==> src/rtl/async_fifo_pkg.sv <==
// Shared definitions for the asynchronous FIFO: pointer width and
// binary/Gray conversions used on both sides of the clock crossing.
package async_fifo_pkg;

  localparam int unsigned ADDR_WIDTH_DEF = 4;
  localparam int unsigned PTR_W          = ADDR_WIDTH_DEF + 1;

  // The conversions work on a 32-bit container. Narrower pointers are
  // zero-extended on the way in and truncated on the way out. The zero
  // upper bits do not disturb either transform.
  function automatic logic [31:0] bin2gray(input logic [31:0] b);
    return b ^ (b >> 1);
  endfunction

  function automatic logic [31:0] gray2bin(input logic [31:0] g);
    logic [31:0] b;
    b[31] = g[31];
    for (int i = 30; i >= 0; i--) begin
      b[i] = b[i+1] ^ g[i];
    end
    return b;
  endfunction

endpackage

==> src/rtl/async_fifo_rd_ctrl_gray2bin.sv <==
// Combinational Gray-to-binary converter. Each binary bit is the XOR of
// all Gray bits at or above its position, built from the MSB downward.
module gray2bin #(
  parameter int SIZE = 5
) (
  input  logic [SIZE-1:0] gray,
  output logic [SIZE-1:0] bin
);

  // NOTE: every bit of bin is assigned on every pass through the block.
  // This keeps the combinational logic free of inferred latches.
  always_comb begin
    bin[SIZE-1] = gray[SIZE-1];
    for (int i = SIZE - 2; i >= 0; i--) begin
      bin[i] = bin[i+1] ^ gray[i];
    end
  end

endmodule

==> src/rtl/async_fifo_rd_ctrl.sv <==
// Read-side pointer and flag controller for the asynchronous FIFO. It
// synchronises the Gray write pointer and drives raddr, rptr_gray,
// empty, almost_empty, rd_count and underflow.
module async_fifo_rd_ctrl
  import async_fifo_pkg::*;
#(
  parameter int ADDR_WIDTH          = 4,
  parameter int SYNC_STAGES         = 2,
  parameter int ALMOST_EMPTY_THRESH = 2
) (
  input  logic                  clk,
  input  logic                  rst,
  input  logic [ADDR_WIDTH:0]   wptr_gray_async,
  input  logic                  rd_en,
  output logic [ADDR_WIDTH-1:0] raddr,
  output logic [ADDR_WIDTH:0]   rptr_gray,
  output logic                  empty,
  output logic                  almost_empty,
  output logic [ADDR_WIDTH:0]   rd_count,
  output logic                  underflow
);

  localparam int PW = ADDR_WIDTH + 1;
  localparam logic [PW-1:0] AE_THRESH = PW'(ALMOST_EMPTY_THRESH);

  logic [PW-1:0] sync_q [SYNC_STAGES];
  logic [PW-1:0] wptr_sync;
  logic [PW-1:0] wbin_sync;
  logic [PW-1:0] rbin;
  logic [PW-1:0] rbin_next;
  logic [PW-1:0] rgray_next;
  logic [PW-1:0] count_next;
  logic          rd_fire;

  // The first flop samples the write-domain register directly. Any
  // logic ahead of it could glitch across several Gray bits.
  // NOTE: the synchroniser is a small flop chain and not a RAM, so it is
  // reset like any other register. A stale pointer must not survive a
  // reset.
  always_ff @(posedge clk) begin
    if (rst) begin
      for (int i = 0; i < SYNC_STAGES; i++) begin
        sync_q[i] <= '0;
      end
    end else begin
      sync_q[0] <= wptr_gray_async;
      for (int i = 1; i < SYNC_STAGES; i++) begin
        sync_q[i] <= sync_q[i-1];
      end
    end
  end

  assign wptr_sync = sync_q[SYNC_STAGES-1];

  gray2bin #(
    .SIZE (PW)
  ) u_wptr_g2b (
    .gray (wptr_sync),
    .bin  (wbin_sync)
  );

  // Reads are qualified with the registered empty. A read issued on the
  // same edge that the last entry is consumed therefore becomes an
  // underflow and never fires.
  assign rd_fire    = rd_en & ~empty;
  assign rbin_next  = rbin + {{(PW-1){1'b0}}, rd_fire};
  assign rgray_next = PW'(bin2gray(32'(rbin_next)));
  assign count_next = wbin_sync - rbin_next;

  // NOTE: state registers use non-blocking assignments. Every flop then
  // samples the pre-edge values, whatever order the statements run in.
  always_ff @(posedge clk) begin
    if (rst) begin
      rbin         <= '0;
      rptr_gray    <= '0;
      empty        <= 1'b1;
      almost_empty <= 1'b1;
      rd_count     <= '0;
      underflow    <= 1'b0;
    end else begin
      rbin         <= rbin_next;
      rptr_gray    <= rgray_next;
      empty        <= (rgray_next == wptr_sync);
      almost_empty <= (count_next <= AE_THRESH);
      rd_count     <= count_next;
      underflow    <= rd_en & empty;
    end
  end

  assign raddr = rbin[ADDR_WIDTH-1:0];

endmodule
==> config.mk <==
export PLATFORM = sky130hd
export DESIGN_NAME = async_fifo_rd_ctrl
export DESIGN_NICKNAME = d
export VERILOG_FILES = /design/src/rtl/async_fifo_pkg.sv /design/src/rtl/async_fifo_rd_ctrl_gray2bin.sv /design/src/rtl/async_fifo_rd_ctrl.sv
export SDC_FILE = /design/constraint.sdc
export NUM_CORES = 1
export LEC_CHECK = 0
export ABC_AREA = 1
export BUFFER_PORTS_ARGS = -buffer_cell sky130_fd_sc_hd__buf_2
export CORE_MARGIN = 1.5
export CORE_UTILIZATION = 59
export DETAILED_ROUTE_END_ITERATION = 10
export PLACE_DENSITY = 0.94
export SLEW_MARGIN = 20
export SYNTH_ARGS = -nofsm -noshare
export SYNTH_HDL_FRONTEND = slang
export SYNTH_HIERARCHICAL = 1
export SYNTH_SLANG_ARGS = --single-unit
==> constraint.sdc <==
create_clock -name clk -period 3.7 [get_ports clk]
set_clock_uncertainty 0.05 [all_clocks]
set_input_delay 0.185 -clock clk [delete_from_list [all_inputs] [get_ports clk]]
set_output_delay 0.185 -clock clk [all_outputs]
set_load 0.005 [all_outputs]
==> results by group <==
Outcome
  – Status: completed

Cells and area
  – Area grow syn2layout: 14.82%
  – Fraction of layout cells with a size suffix above 1: 22.13%
  – Fin nets: 248
  – Antenna cells: 0

Floorplan
  – Die X: 52.32 um
  – Die area: 2737 um2
  – Core area: 2255 um2
  – Initial cell density of the core: 63.65%
  – Row cnt: 17
  – Ports: 25
  – Die H: 52.32 um

Power and ir drop
  – VDD IR-drop max: 352.7 uV
  – Seq pwr share: 55.7%
  – Power Internal: 410.5 uW
  – Clock power share: 21.3%
  – Switching Share: 28.94%
  – Pwr dens: 350.5 nW/um2
  – Comb pwr share: 23.0%
  – Static Leak: 0.0008864 uW
  – Net Sw Power: 167.1 uW

GRT
  – Routing usage on met1: 24.42%
  – Routing usage on met3: 4.000%
  – Via count of the first global-routing pass: 1,207
  – Largest net degree at the start of global routing: 26
  – Most Crowded Layer GR: met2
  – GRT Total Usage: 21.84%
  – Initial antenna violation count: 0
  – First-pass GRT wire length: 4519 um
  – Met2 Resource Use GR: 39.38%
  – Grt ovf: 0

Synthesis
  – Synth area leader: dfxtp_1
  – Top post-synthesis cells by area: dfxtp_1, nand2_1, inv_1, nand3_1, nor2_1
  – Share of the synthesized area in the top cell type: 37.66%
  – Yosys reg bits: 27
  – Syn Nets: 218
  – Ys async rst share: 0%
  – Most frequent cells after synthesis: nand2_1, inv_1, nand3_1
  – Syn Area/Cell: 6.967 um2
  – Post-synthesis sequential area ratio: 37.66%
  – Yosys Warn Count: 6
  – Post-synth EDFFs: 0
  – Synth Flop Type: dfxtp_1
  – Synthesized area: 1435 um2
  – Synth cell types: 23
  – Most frequent cell after synthesis: nand2_1
  – Gate Count Post-Synth: 206

Timing
  – Highest clock rate: 0.4620 GHz
  – Unrepaired setup endpoints after global routing: no
  – Max_slew headroom: 71.04%
  – Fin. max-slew vios: 0
  – Setup-failing EPs final: 0
  – Worst setup margin: 1.536 ns
  – Final Hold Fails: 0
  – Final period util: 58.50%
  – Period minus WS final: 2.164 ns
  – Slew @ Worst Pin: 0.4344 ns
  – Setup tns final: 0 ns

Route
  – WL per Instance: 10.01 um
  – Number of remaining DRC errors: 0
  – Final wirelength: 2632 um
  – ANT nets after route: 0
  – Via density: 4.996
  – Routed vias: 1,314
  – TritonRoute pass-1 iters: 4
  – 1st-iter DRT viols: 18

Worst hold path
  – Hold crit path type: in -> reg

Worst setup path
  – CP max stage delay: 0.47 ns
  – Worst EP required: 3.88 ns
  – Kind of end point of the critical path: flop
  – Startpoint types: flop
  – Most used cell, CP: inv_1
  – CP cell instances: inv_1, nand2_1, nand3_2, nand2_2, nand2_2, nand3_1, nand2_1, inv_1, ha_1, inv_1, ha_1, inv_1, nor3_1, nor2_2, nand2_1, nor2_2
  – Slowest-stage cell, CP: dfxtp_1
  – Crit Path Class: reg -> reg
  – Arrival @ worst endpoint: 2.34 ns
  – Worst-path maximum fanout: 5

Clock tree
  – Clk slew on worst S/H paths: 0.14 ns
  – Clock Latency Late Sink: 0.32 ns
  – Setup Buffers After CTS: 0
  – Post-cts sizing count: 0
  – Clk root buf: clkbuf_4
  – Clk buf depth: 2
  – Clock buffer count from CTS: 3
  – CTS tree: yes
  – H-tree levels: 1
  – Hold buffers post-CTS: 2
  – CTS Sinks: 27

Place
  – I/O Buffers: 24
  – DP HPWL: 2078 um
  – Pre-CTS setup slack: 1.592 ns
  – GPL Wtd Cong: 0.8442

Job
  – Max Cap Viol: 0
cell usage in the layout (no fill, tap or decap), drive strengths merged, types with 4 or more instances in the layout:
| cell | n |
|---|---|
| dlygate4sd3 | 5 |
| clkbuf | 4 |
| a21oi | 7 |
| nand2 | 56 |
| nand3 | 33 |
| buf | 24 |
| inv | 43 |
| dfxtp | 27 |
| nor2 | 24 |
| ha | 4 |
logic make-up (layout without fill, tap and decap cells):
| logic type | after synthesis | count (layout) | share of synthesized area (%) |
|---|---|---|---|
| AOI/OAI and AO/OA | 9 | 9 | 4.272 |
| xor gates and xnor gates | 2 | 2 | 1.744 |
| adders and majority gates | 4 | 4 | 3.487 |
| buffers and inverters | 47 | 76 | 12.55 |
| DFF | 27 | 27 | 37.66 |
| and+or+nand+nor | 117 | 117 | 40.28 |
power groups by stage:
| stage | combinational [uW] | sequential [uW] | clock (uW) |
|---|---|---|---|
| 6_report | 133 | 322 | 123 |
| 3_3_place_gp | 125 | 328 | 0 |
| 2_1_floorplan | 91.2 | 330 | 0 |
| 3_5_place_dp | 129 | 328 | 0 |
| 4_1_cts | 131 | 322 | 128 |
| 5_1_grt | 153 | 324 | 143 |
per-stage QoR:
step | util (%) | hold slack, ns | instances | cell area [um2] | power [uW]
after CTS | 71.75 | 0.004046 | 260 | 1618 | 581.0
after detailed placement | 69.70 | 0.3456 | 254 | 1572 | 457.0
after global routing | 73.09 | 0.02680 | 263 | 1648 | 619.8
after floorplan | - | 0.2420 | 206 | 1435 | 420.8
after global placement | 69.70 | 0.3320 | 254 | 1572 | 452.1
final | 73.09 | 0.04307 | 263 | 1648 | 577.6
critical path: cells and delay by family (launching register included):
family	cells	cell delay (ns)
flip-flops	1	0.47
buffers and inverters	4	0.24
adder cells (fa/ha/maj)	2	0.40
AND/OR/NAND/NOR	10	0.91
routing by layer:
metal	share of wire [%]	wire length (um)	vias to the layer above
met4	1.9	49	0
met1	44	1145	592
met5	0	0	-
met2	50	1322	33
met3	4.3	114	7
li1	-	-	682
final timing paths:
| path | from | to | slack [ns] | depth (start not counted) |
|---|---|---|---|---|
| max | sync_q[0][9] | almost_empty | 1.54 | 16 |
| min | rd_en | underflow | 0.04 | 3 |
| max reg2reg | sync_q[0][9] | almost_empty | 1.54 | 16 |
| min reg2reg | sync_q[0][4] | sync_q[0][9] | 0.37 | 2 |
area by class of cell:
cell class | instances | area (um2)
Clock buffer | 4 | 26.28
Fill cell | 191 | 606.8
Inverter | 43 | 161.4
Multi-Input combinational cell | 132 | 714.4
Sequential cell | 27 | 540.5
Tap cell | 28 | 35.03
Timing Repair Buffer | 29 | 170.2
registers in the layout, summed over array words and instances, names as in the netlist:
signal,cells
rd_count,5
sync_q,10
almost_empty,1
rptr_gray,5
rbin,4
empty,1
underflow,1
(Power assumes the default switching activity.)
